`src/rtl/ctrl_pkg.sv`:
```
// Shared encodings for the processor control unit: opcodes, FSM states, ALU selects.
package ctrl_pkg;

    localparam logic [3:0] OP_NOOP  = 4'd0;
    localparam logic [3:0] OP_STORE = 4'd1;
    localparam logic [3:0] OP_LOAD  = 4'd2;
    localparam logic [3:0] OP_ADD   = 4'd3;
    localparam logic [3:0] OP_SUB   = 4'd4;
    localparam logic [3:0] OP_HALT  = 4'd5;

    localparam logic [3:0] S_INIT   = 4'd0;
    localparam logic [3:0] S_FETCH  = 4'd1;
    localparam logic [3:0] S_DECODE = 4'd2;
    localparam logic [3:0] S_NOOP   = 4'd3;
    localparam logic [3:0] S_LOAD_A = 4'd4;
    localparam logic [3:0] S_LOAD_B = 4'd5;
    localparam logic [3:0] S_STORE  = 4'd6;
    localparam logic [3:0] S_ADD    = 4'd7;
    localparam logic [3:0] S_SUB    = 4'd8;
    localparam logic [3:0] S_HALT   = 4'd9;

    localparam logic [2:0] ALU_PASS = 3'd0;
    localparam logic [2:0] ALU_ADD  = 3'd1;
    localparam logic [2:0] ALU_SUB  = 3'd2;

    // Opcodes 6-15 are not errors; they simply run as NOOP.
    function automatic logic [3:0] decode_state(input logic [3:0] op);
        case (op)
            OP_STORE: decode_state = S_STORE;
            OP_LOAD:  decode_state = S_LOAD_A;
            OP_ADD:   decode_state = S_ADD;
            OP_SUB:   decode_state = S_SUB;
            OP_HALT:  decode_state = S_HALT;
            default:  decode_state = S_NOOP;
        endcase
    endfunction

endpackage

```
`src/rtl/pc_counter.sv`:
```
// Program counter: async clear, sync clear, increment, otherwise hold. Wraps silently.
module pc_counter #(
    parameter int PC_W = 5
) (
    input  logic            clk,
    input  logic            rst_n,
    input  logic            clr,
    input  logic            inc,
    output logic [PC_W-1:0] pc
);

    always_ff @(posedge clk or negedge rst_n) begin
        if (!rst_n)   pc <= '0;
        else if (clr) pc <= '0;
        else if (inc) pc <= pc + 1'b1;
    end

endmodule

```
`src/rtl/control_unit.sv`:
```
// Sequencing FSM for the 16-bit datapath: owns PC and IR, issues Moore control strobes.
module control_unit
    import ctrl_pkg::*;
#(
    parameter int PC_W    = 5,
    parameter int DADDR_W = 8,
    parameter int RADDR_W = 4
) (
    input  logic               Clk,
    input  logic               Reset_n,
    input  logic [15:0]        I_Data,
    output logic [PC_W-1:0]    I_Addr,
    output logic               I_Rd,
    output logic [15:0]        IR_Out,
    output logic [PC_W-1:0]    PC_Out,
    output logic [3:0]         StateO,
    output logic [DADDR_W-1:0] D_Addr,
    output logic               D_Wr,
    output logic               RF_s,
    output logic [RADDR_W-1:0] RF_W_Addr,
    output logic               RF_W_en,
    output logic [RADDR_W-1:0] RF_Ra_Addr,
    output logic [RADDR_W-1:0] RF_Rb_Addr,
    output logic [2:0]         ALU_s0
);

    logic [3:0]      state, state_nxt;
    logic [15:0]     ir;
    logic [PC_W-1:0] pc;

    pc_counter #(.PC_W(PC_W)) u_pc (
        .clk  (Clk),
        .rst_n(Reset_n),
        .clr  (state == S_INIT),
        .inc  (state == S_FETCH),
        .pc   (pc)
    );

    always_ff @(posedge Clk or negedge Reset_n) begin
        if (!Reset_n) begin
            state <= S_INIT;
            ir    <= '0;
        end else begin
            state <= state_nxt;
            if (state == S_FETCH) ir <= I_Data;
        end
    end

    always_comb begin
        state_nxt = state;
        case (state)
            S_INIT:   state_nxt = S_FETCH;
            S_FETCH:  state_nxt = S_DECODE;
            S_DECODE: state_nxt = decode_state(ir[15:12]);
            S_LOAD_A: state_nxt = S_LOAD_B;
            S_HALT:   state_nxt = S_HALT;
            S_NOOP, S_LOAD_B, S_STORE, S_ADD, S_SUB: state_nxt = S_FETCH;
            default:  state_nxt = S_INIT;
        endcase
    end

    // Outputs depend only on state and IR, so I_Data never reaches them combinationally.
    always_comb begin
        I_Rd       = (state == S_FETCH);
        D_Addr     = '0;
        D_Wr       = 1'b0;
        RF_s       = 1'b0;
        RF_W_Addr  = '0;
        RF_W_en    = 1'b0;
        RF_Ra_Addr = '0;
        RF_Rb_Addr = '0;
        ALU_s0     = ALU_PASS;
        case (state)
            S_STORE: begin
                D_Addr     = ir[4 +: DADDR_W];
                RF_Ra_Addr = ir[0 +: RADDR_W];
                D_Wr       = 1'b1;
            end
            S_LOAD_A, S_LOAD_B: begin
                D_Addr    = ir[4 +: DADDR_W];
                RF_s      = 1'b1;
                RF_W_Addr = ir[0 +: RADDR_W];
                RF_W_en   = (state == S_LOAD_B);
            end
            S_ADD, S_SUB: begin
                RF_Ra_Addr = ir[8 +: RADDR_W];
                RF_Rb_Addr = ir[4 +: RADDR_W];
                RF_W_Addr  = ir[0 +: RADDR_W];
                ALU_s0     = (state == S_ADD) ? ALU_ADD : ALU_SUB;
                RF_W_en    = 1'b1;
            end
            default: ;
        endcase
    end

    assign I_Addr = pc;
    assign PC_Out = pc;
    assign IR_Out = ir;
    assign StateO = state;

endmodule

```
`config.mk`:
```
export PLATFORM = sky130hd
export DESIGN_NAME = control_unit
export DESIGN_NICKNAME = d
export VERILOG_FILES = /design/src/rtl/ctrl_pkg.sv /design/src/rtl/pc_counter.sv /design/src/rtl/control_unit.sv
export SDC_FILE = /design/constraint.sdc
export NUM_CORES = 1
export LEC_CHECK = 0
export CORE_AREA = 2 2 44 86
export CTS_BUF_LIST = sky130_fd_sc_hd__clkbuf_4 sky130_fd_sc_hd__clkbuf_8
export DETAILED_ROUTE_END_ITERATION = 16
export DIE_AREA = 0 0 46 88
export PLACE_DENSITY_LB_ADDON = 0.1
export RECOVER_POWER = 50
export SLEW_MARGIN = 15
export SYNTH_ARGS = -nofsm -noshare
export SYNTH_HDL_FRONTEND = slang
export SYNTH_SLANG_ARGS = --single-unit
export TNS_END_PERCENT = 20
```
`constraint.sdc`:
```
create_clock -name Clk -period 2.54 [get_ports Clk]
set_clock_uncertainty 0.05 [all_clocks]
set_input_delay 0.762 -clock Clk [delete_from_list [all_inputs] [get_ports Clk]]
set_output_delay 0.762 -clock Clk [all_outputs]
set_load 0.05 [all_outputs]
```
==> results of run 1 <==
## sequential cells by signal, summed over array words and instances, names as in the netlist
signal / flops
IR_Out: 16
u_pc.pc: 5
StateO: 4
## cells by family (layout without fill, tap and decap cells)
logic type                 after synthesis  in the layout  synth area share
and+or+nand+nor                         38             38             0.186
DFF                                     25             25             0.436
AOI/OAI and AO/OA                       20             20             0.101
muxes                                   19             19             0.173
buffers and inverters                   14             89            0.0749
xor gates and xnor gates                 3              3            0.0183
adders and majority gates                1              1           0.00871
other                                    1              1           0.00261
## cell usage in the layout (no fill, tap or decap), types with 2 or more instances in the layout
master	instances
mux2_1	12
dfrtp_2	4
buf_4	20
dfrtp_1	21
a22o_4	4
nand3_1	2
and3_1	8
nor4b_4	2
o21ai_0	3
clkbuf_8	3
nor4b_1	2
xnor2_1	3
nand2b_1	4
and2_4	4
nor2b_4	4
nand2_1	2
clkbuf_1	2
buf_12	14
clkdlybuf4s50_1	45
nor2_1	3
clkbuf_2	2
mux2_2	5
a211oi_1	3
a22o_1	3
a21oi_1	3
mux2i_1	2
## routing by layer
metal | vias to the layer above | global-route usage | wire length [um]
met5 | - | 0 | 0
met4 | 0 | 0.0753 | 46
met3 | 4 | 0.0289 | 182
met2 | 51 | 0.402 | 2410
met1 | 611 | 0.249 | 1500
li1 | 576 | - | -
## final cells by class
cell class | instances | area (um2)
Tap cell | 32 | 40.0
Sequential cell | 25 | 631
Clock buffer | 3 | 41.3
Inverter | 1 | 3.75
Timing Repair Buffer | 84 | 908
Multi-Input combinational cell | 82 | 769
Fill cell | 259 | 980
Clock inverter | 1 | 5.00
## cells in the mapped netlist (2+ instances only)
| library cell | n | area share |
|---|---|---|
| a211oi_1 | 3 | 0.016 |
| a21oi_1 | 4 | 0.014 |
| a22o_1 | 7 | 0.043 |
| and2_1 | 4 | 0.017 |
| and3_1 | 8 | 0.035 |
| buf_2 | 2 | 0.0070 |
| buf_4 | 7 | 0.037 |
| buf_6 | 2 | 0.016 |
| dfrtp_1 | 25 | 0.44 |
| mux2_1 | 2 | 0.016 |
| mux2_2 | 5 | 0.039 |
| mux2_4 | 10 | 0.10 |
| mux2i_1 | 2 | 0.014 |
| nand2_1 | 2 | 0.0052 |
| nand2b_1 | 5 | 0.022 |
| nand3_1 | 2 | 0.0070 |
| nor2_1 | 4 | 0.010 |
| nor2b_1 | 4 | 0.017 |
| nor4b_1 | 2 | 0.012 |
| nor4b_4 | 2 | 0.033 |
| o21ai_0 | 3 | 0.010 |
| xnor2_1 | 3 | 0.018 |
## power groups by stage
stage	registers [mW]	clock network, mW	logic, mW
final	0.873	0.246	2.29
after global routing	0.908	0.264	2.39
after detailed placement	0.891	0	2.39
after CTS	0.888	0.254	2.41
after global placement	0.871	0	2.35
after floorplan	1.42	0	1.13
## worst min path at each step
| stage | from | endpoint | slack, ns | cells past startpoint |
|---|---|---|---|---|
| 2_1_floorplan | Reset_n | IR_Out[0]$_DFFE_PN0P_ | 0.42 | 0 |
| 3_3_place_gp | IR_Out[4]$_DFFE_PN0P_ | IR_Out[4]$_DFFE_PN0P_ | 0.47 | 1 |
| 3_5_place_dp | IR_Out[4]$_DFFE_PN0P_ | IR_Out[4]$_DFFE_PN0P_ | 0.48 | 1 |
| 4_1_cts | IR_Out[4]$_DFFE_PN0P_ | IR_Out[4]$_DFFE_PN0P_ | 0.50 | 1 |
| 5_1_grt | IR_Out[4]$_DFFE_PN0P_ | IR_Out[4]$_DFFE_PN0P_ | 0.53 | 1 |
| 6_report | IR_Out[4]$_DFFE_PN0P_ | IR_Out[4]$_DFFE_PN0P_ | 0.50 | 1 |
## what timing repair did
item,CTS,global route
endpoints found under the setup margin,12,8
gates cloned,0,0
buffers inserted,0,5
resized for setup,3,1
pin swaps,2,1
## through the flow
stage,std cells,util
floorplan,121,-
global placement,219,0.695
detailed placement,219,0.695
CTS,223,0.713
global route,228,0.710
finish,228,0.710
## critical path: cells and delay by family (launching register included)
family                 cells  cell delay (ns)
DFF                        1             0.51
AOI/OAI and AO/OA          1             0.20
and+or+nand+nor            2             0.56
buffers and inverters      1             0.13
==> results by group, run 1 <==
STA
  – Relative slew slack: 0.616
  – Min setup slack post-route: 0.0527 ns
  – Setup tns final: 0 ns
  – RSZ-0062 raised after global routing: false
  – Max-slew violations: 0
  – Worst Max-Slew Pin Slew: 0.576 ns
  – Final Hold Fails: 0
  – Crit path time final: between 2 and 2.5 ns
  – Hold WS: 0.497 ns
  – Setup violators final: 0
  – Fmax: 0.402 GHz
  – Final Cycle Share: 0.979

Detailed routing
  – Routed WL: 4150 um
  – Vias: roughly 1,200
  – Routed len/inst: roughly 18 um
  – Routed Antenna Nets: 0
  – Via/cell ratio: 5.45
  – Initial DRC Count: 26
  – First-pass DRT Iterations: 4
  – Drt drc: 0

Power
  – Net Sw Power: about 1.8 mW
  – Flop pwr share: 0.256
  – Lkg Pwr: between 1 and 1.5 nW
  – Peak VDD IR: 0.000838 V
  – Internal: 1.59 mW
  – Final Total Pwr: around 3.4 mW
  – Cell Pwr Density: about 1400 nW/um2
  – Sw Ratio: 0.534
  – Clock power frac: 0.072
  – Combinational share of power: 0.672

Critical path
  – CP required: approximately 1.7 ns
  – CP cell instances: nand2b_1, nor2_4, a22o_4, buf_12
  – Kind of critical path: reg -> out
  – Critical Path Source: StateO[0]$_DFF_PN0_
  – Critical path launch point type: flip-flop
  – CP max FO: 12
  – FF-to-FF Start: StateO[2]$_DFF_PN0_
  – FF-to-FF path depth: 4
  – Max incr delay on CP: 0.51 ns
  – CP endpoint kind: primary output
  – R2R setup slack: 0.46 ns
  – CP arrival: ~1.7 ns
  – Crit path capture: RF_Ra_Addr[0]
  – R2r endpoint: IR_Out[13]$_DFFE_PN0P_
  – Critical Path Slowest Stage Cell: dfrtp_2

Place
  – Quantity of I/O buffers inserted on ports: 73
  – DPL Wire Length: ~3200 um
  – DP Area: roughly 2300 um2
  – RD Place Congestion: ~0.71
  – Pre-CTS setup slack: 0.218 ns

Floorplan
  – Chip Width: between 40 and 50 um
  – Top-Level Pins: 75
  – # rows: 30
  – Initial Utilization: 0.425
  – Die area: just over 4000 um2
  – Core area: 3380 um2
  – Die height: between 80 and 90 um

Clock network
  – Sink Count: 25
  – CTS root buffer: clkbuf_8
  – Clock transition at path regs: approximately 0.09 ns
  – CTS tree: built
  – CTS Hold Bufs: 0
  – Cts bufs inserted: 3
  – CTS Buffer Depth: 2
  – Worst skew pair latency: about 0.28 ns
  – H-tree levels: 1

Synthesis
  – Seq cells post-synth: 25
  – YS warnings: 0
  – Synth Flop Type: dfrtp_1
  – Syn Inst Count: between 100 and 150
  – Avg Cell Area, Syn: roughly 12 um2
  – Count of flip-flops with a built-in enable after synthesis: 0
  – Synth cell types: 35
  – Synthesized net count: 140
  – Fraction of registers with async set or reset after synthesis: 1.00
  – Cell area after synthesis: between 1000 and 1500 um2
  – Seq/Total Area, Yosys: 0.436

Outcome
  – Status: finished clean

Job
  – MaxCap Viol Count: 0

Global routing
  – Initial antenna violation count: 0
  – Total congestion overflow: 0
  – Vias in the first global route: around 1,300
  – Pin count of the biggest net entering global routing: 26
  – First-pass GRT wire length: around 6500 um
  – Gr usage total: 0.221

Finish
  – Area grow syn2layout: 67.0%
  – Antenna diode count: 0
  – Finished Cell Area: 2400 um2
  – Final #Nets: roughly 220
  – Layout cell share with drive strength beyond 1: 0.347

Worst hold path
  – Hold Crit Class: reg -> reg
Power figures use the tool's default switching activity.
==> run 2: changes to the inputs <==
--- a/config.mk
+++ b/config.mk
@@ -5,6 +5,7 @@
 export SDC_FILE = /design/constraint.sdc
 export NUM_CORES = 1
 export LEC_CHECK = 0
+export ABC_AREA = 0
 export CORE_AREA = 2 2 44 86
 export CTS_BUF_LIST = sky130_fd_sc_hd__clkbuf_4 sky130_fd_sc_hd__clkbuf_8
 export DETAILED_ROUTE_END_ITERATION = 16
==> constraint.sdc (replaced) <==
create_clock -name Clk -period 3.05 [get_ports Clk]
set_clock_uncertainty 0.05 [all_clocks]
set_input_delay 0.915 -clock Clk [delete_from_list [all_inputs] [get_ports Clk]]
set_output_delay 0.915 -clock Clk [all_outputs]
set_load 0.05 [all_outputs]
==> results by group, run 2 (synthesis results as in run 1) <==
Job
  – MaxCap Viol Count: 0 (unchanged)

Critical path
  – Kind of critical path: reg -> out (unchanged)
  – R2r endpoint: IR_Out[7]$_DFFE_PN0P_ (was IR_Out[13]$_DFFE_PN0P_)
  – CP required: 2.08 ns (was 1.73 ns)
  – CP arrival: 1.98 ns (was 1.68 ns)
  – CP max FO: 11 (was 12)
  – Critical path launch point type: flip-flop (unchanged)
  – Critical Path Source: StateO[3]$_DFF_PN0_ (was StateO[0]$_DFF_PN0_)
  – CP endpoint kind: primary output (unchanged)
  – R2R setup slack: 0.71 ns (was 0.46 ns)
  – FF-to-FF path depth: 3 (was 4)
  – Crit path capture: RF_s (was RF_Ra_Addr[0])
  – FF-to-FF Start: StateO[1]$_DFF_PN0_ (was StateO[2]$_DFF_PN0_)

Finish
  – Final #Nets: 207 (was 216)
  – Footprint of the multi-input gates: 754 um2 (was 769 um2)
  – Fillers: 273 (was 259)
  – Commonest non-fill, non-tap cells in the layout: 46 x clkdlybuf4s50_1, 22 x dfrtp_1, 16 x buf_4 (was 45 x clkdlybuf4s50_1, 21 x dfrtp_1, 20 x buf_4)
  – Final core occ: 0.666 (was 0.710)
  – Max reg flops: 16 (unchanged)
  – Area grow syn2layout: 56.5% (was 67.0%)
  – Register area: 629 um2 (was 631 um2)
  – Finished Cell Area: 2250 um2 (was 2400 um2)
  – Antenna diode count: 0 (unchanged)
  – Layout cell share with drive strength beyond 1: 0.289 (was 0.347)
  – Commonest non-fill, non-tap cell in the layout: clkdlybuf4s50_1 (unchanged)

Detailed routing
  – Routed len/inst: 17.1 um (was 18.2 um)
  – Drt drc: 0 (unchanged)
  – First-pass DRT Iterations: 4 (unchanged)
  – Initial DRC Count: 10 (was 26)
  – Routed WL: 3750 um (was 4150 um)
  – Vias: 1,174 (was 1,242)
  – Routed Antenna Nets: 0 (unchanged)
  – Via/cell ratio: 5.36 (was 5.45)

Floorplan
  – Die height: 88 um (unchanged)
  – Chip Width: 46 um (unchanged)
  – # rows: 30 (unchanged)
  – Top-Level Pins: 75 (unchanged)
  – Die area: 4050 um2 (unchanged)
  – Core area: 3380 um2 (unchanged)
  – Initial Utilization: 0.425 (unchanged)

STA
  – Hold WS: 0.500 ns (was 0.497 ns)
  – RSZ-0062 raised after global routing: false (unchanged)
  – Max-slew violations: 0 (unchanged)
  – Crit path time final: between 2 and 3 ns
  – Relative slew slack: 0.0628 (was 0.616)
  – Setup tns final: 0 ns (unchanged)
  – Fmax: about 0.34 GHz
  – Worst Max-Slew Pin Slew: 1.41 ns (was 0.576 ns)
  – Final Cycle Share: 0.967
  – Final Hold Fails: 0 (unchanged)
  – Setup violators final: 0 (unchanged)

Power
  – Cell Pwr Density: 1210 nW/um2 (was 1420 nW/um2)
  – Final Total Pwr: 2.71 mW (was 3.41 mW)
  – Lkg Pwr: 0.980 nW (was 1.05 nW)
  – Peak VDD IR: 0.000667 V (was 0.000838 V)

Place
  – Quantity of I/O buffers inserted on ports: 73 (unchanged)
  – DP Area: 2260 um2 (was 2350 um2)
  – RD Place Congestion: 0.771 (was 0.712)
  – DPL Wire Length: 2880 um (was 3150 um)

Clock network
  – CTS tree: built (unchanged)
  – Resized Gates After CTS: 0 (was 3)
  – Worst skew pair latency: 0.27 ns (was 0.28 ns)
  – CTS Buffer Depth: 2 (unchanged)
  – Sink Count: 25 (unchanged)
  – Clock transition at path regs: 0.09 ns (about the same)
  – Cts bufs inserted: 3 (unchanged)
  – H-tree levels: 1 (unchanged)
  – CTS root buffer: clkbuf_8 (unchanged)
  – Postcts setup bufs: 0 (unchanged)
  – CTS Hold Bufs: 0 (unchanged)

Outcome
  – Status: finished clean (unchanged)

Global routing
  – Total congestion overflow: 0 (unchanged)
  – Vias in the first global route: 1,222 (was 1,279)
  – First-pass GRT wire length: 6040 um (was 6510 um)
  – Initial antenna violation count: 0 (unchanged)
  – Gr usage total: 0.203 (was 0.221)
  – Pin count of the biggest net entering global routing: 26 (unchanged)

Worst hold path
  – Hold Crit Class: reg -> reg (unchanged)
==> run 2: cell count changes in the layout (fill, tap and decap cells not counted), sizes merged <==
cell / change
dlygate4sd3: +1
clkdlybuf4s50: +1
clkinv: -1
buf: -10
==> run 2: worst min-delay path by stage <==
stage                                      start                endpoint  slack [ns]  cells after the start
after CTS                 u_pc.pc[2]$_DFFE_PN0P_  u_pc.pc[2]$_DFFE_PN0P_        0.51                      1
after global placement     IR_Out[4]$_DFFE_PN0P_   IR_Out[4]$_DFFE_PN0P_        0.48                      1
final                     u_pc.pc[2]$_DFFE_PN0P_  u_pc.pc[2]$_DFFE_PN0P_        0.50                      1
after global routing      u_pc.pc[2]$_DFFE_PN0P_  u_pc.pc[2]$_DFFE_PN0P_        0.53                      1
after detailed placement   IR_Out[4]$_DFFE_PN0P_   IR_Out[4]$_DFFE_PN0P_        0.49                      1
after floorplan                          Reset_n   IR_Out[0]$_DFFE_PN0P_        0.57                      0
==> run 2: worst max-delay path, stage by stage (launching register included) <==
cell and delay (ns):
dfrtp_2 0.49, nand2b_1 0.27, nor2_1 0.14, clkdlybuf4s50_1 0.81
==> run 2: stage by stage <==
step           worst slack (ns)  cells
2_1_floorplan            0.0162    121
3_3_place_gp              0.432    215
3_5_place_dp              0.402    215
4_1_cts                  0.0979    219
5_1_grt                 0.00992    219
6_report                  0.100    219
==> run 2: area by class of cell <==
type	count	area share
timing repair buffer	75	0.343
tap	32	0.0178
inverter	1	0.00167
clock buffer	4	0.0217
sequential	25	0.280
multi-input combinational	82	0.336
==> run 2: power breakdown <==
| group | switching, mW | internal (mW) | total (mW) | leakage [nW] |
|---|---|---|---|---|
| clock | 0.107 | 0.102 | 0.210 | 0.0262 |
| sequential | 0.246 | 0.487 | 0.734 | 0.299 |
| combinational | 1.11 | 0.660 | 1.77 | 0.655 |
==> run 2: routing by layer <==
| metal | GRT usage | share of wire | up-vias |
|---|---|---|---|
| li1 | - | - | 559 |
| met1 | 0.228 | 0.38 | 559 |
| met2 | 0.361 | 0.55 | 51 |
| met3 | 0.0392 | 0.058 | 5 |
| met4 | 0.0727 | 0.013 | 0 |
| met5 | 0 | 0 | - |
==> patch, RTL diff (settings of run 2) <==
`RADDR_W`: 4 -> 6.
--- a/src/rtl/control_unit.sv
+++ b/src/rtl/control_unit.sv
@@ -4,7 +4,7 @@
 #(
     parameter int PC_W    = 5,
     parameter int DADDR_W = 8,
-    parameter int RADDR_W = 4
+    parameter int RADDR_W = 6
 ) (
     input  logic               Clk,
     input  logic               Reset_n,
Ports: changed (resized RF_Ra_Addr, RF_Rb_Addr and RF_W_Addr); port bits go from 75 to 81. No check against the original RTL was run, so the function may have changed too.
==> patch against run 2 <==
  * Via count increased by 30%
  * Count of clock-buffer cells in the layout decreased by 1
  * Synthesized area decreased by 1.0%
  * Sequential cell count unchanged
  * Final area increased by 16%
  * Total power increased by 7.0%
  * Wire length increased by 29%
  * Utilization increased by 11 points
  * Worst setup slack got worse by 0.064 ns
  * Sequential share of layout area decreased by 4.0 points
  * Largest power group unchanged
==> patch: results (changes against run 2) <==
Port Buffers 79 (+8.2%); DR WL/cell 17.3 um (+1.2%); Worst-Margin Slew 1.36 ns (-0.0409 ns); largest stage delay on the critical path 0.67 ns (-0.14 ns); critical path's slowest cell or4b_2; crit-path max FO 8 (-3); Initial DRC Count 42 (+32); vias in the first global route 1501 (+23%); syn_nets 189 (+35%); Tcrit/Tclk final 98.8% (+2.1 points); leakage 1.16 nW (+19%); post-synth cell types 36 (+2.9%); R2R cell count 6 (+3); Seq/Total Area, Yosys 44.0% (+0.46 points); DP Cell Count 275 (+28%); Placer Congestion 0.766 (-0.70%); final WL 4850 um (+29%); outcome finished, final reports clean; layout cells sized above 1 23.8% (-5.1 points); Switching Power 1.61 mW (+10%); Worst Min Path Start u_pc.pc[4]; post-synthesis adder-cell area fraction 0.880% (+0.0092 points); critical path launch point StateO[2]; mux contribution to synthesized area 0.704% (-17 points); worst reg2reg path endpoint u_pc.pc[4]; Post-Synth XOR/XNOR Area 0.616% (-1.2 points); R2R setup slack 0.46 ns (-0.25 ns); Synth Area in Compound Gates 14.3% (+4.2 points); top cells by count, synth nand2_1 (52), dfrtp_1 (25), and2_1 (14), o21ai_0 (8), buf_4 (7); top cells by area, synth dfrtp_1 (44%), nand2_1 (14%), and2_1 (6.2%); global-route wire length before repair 7620 um (+26%); final hold slack 0.443 ns (-0.0575 ns); Worst Hold End u_pc.pc[4]; post-synth top area share 44.0% (+0.46 points); critical path endpoint RF_Rb_Addr[2]; nets 268 (+29%)
==> patch: cell count changes after synthesis, sizes merged, moves of 3 or more <==
cell	run 2	this run
a21boi	0	6
and3	8	1
nor2b	4	0
and2	4	14
clkbuf	1	5
mux2	17	0
inv	1	4
nor4b	4	1
nor3	0	4
o21ai	3	8
nand2	2	52
xnor2	3	0
==> patch: cell type report <==
class	instances	area, sq um
repair buffers	89	1150
fillers	241	759
multi-input cells	125	733
flip-flops and latches	25	628
clock buffers	3	41.3
well taps	32	40.0
inverters	5	18.8
clock inverters	1	5.00
==> patch: critical path, delay by kind of cell (launching register included) <==
kind | cells | cell delay [ns]
buffers and inverters | 2 | 0.33
AOI/OAI and AO/OA | 1 | 0.13
DFF | 1 | 0.46
and+or+nand+nor | 2 | 0.86
==> patch: per-layer routing <==
layer	wire, um	part of all wire [%]	track usage, %	up-vias
met3	276	5.7	4.95	11
met2	2870	59	47.5	64
met4	103	2.1	6.75	0
met5	0	0	0	-
met1	1600	33	28.6	735
li1	-	-	-	719
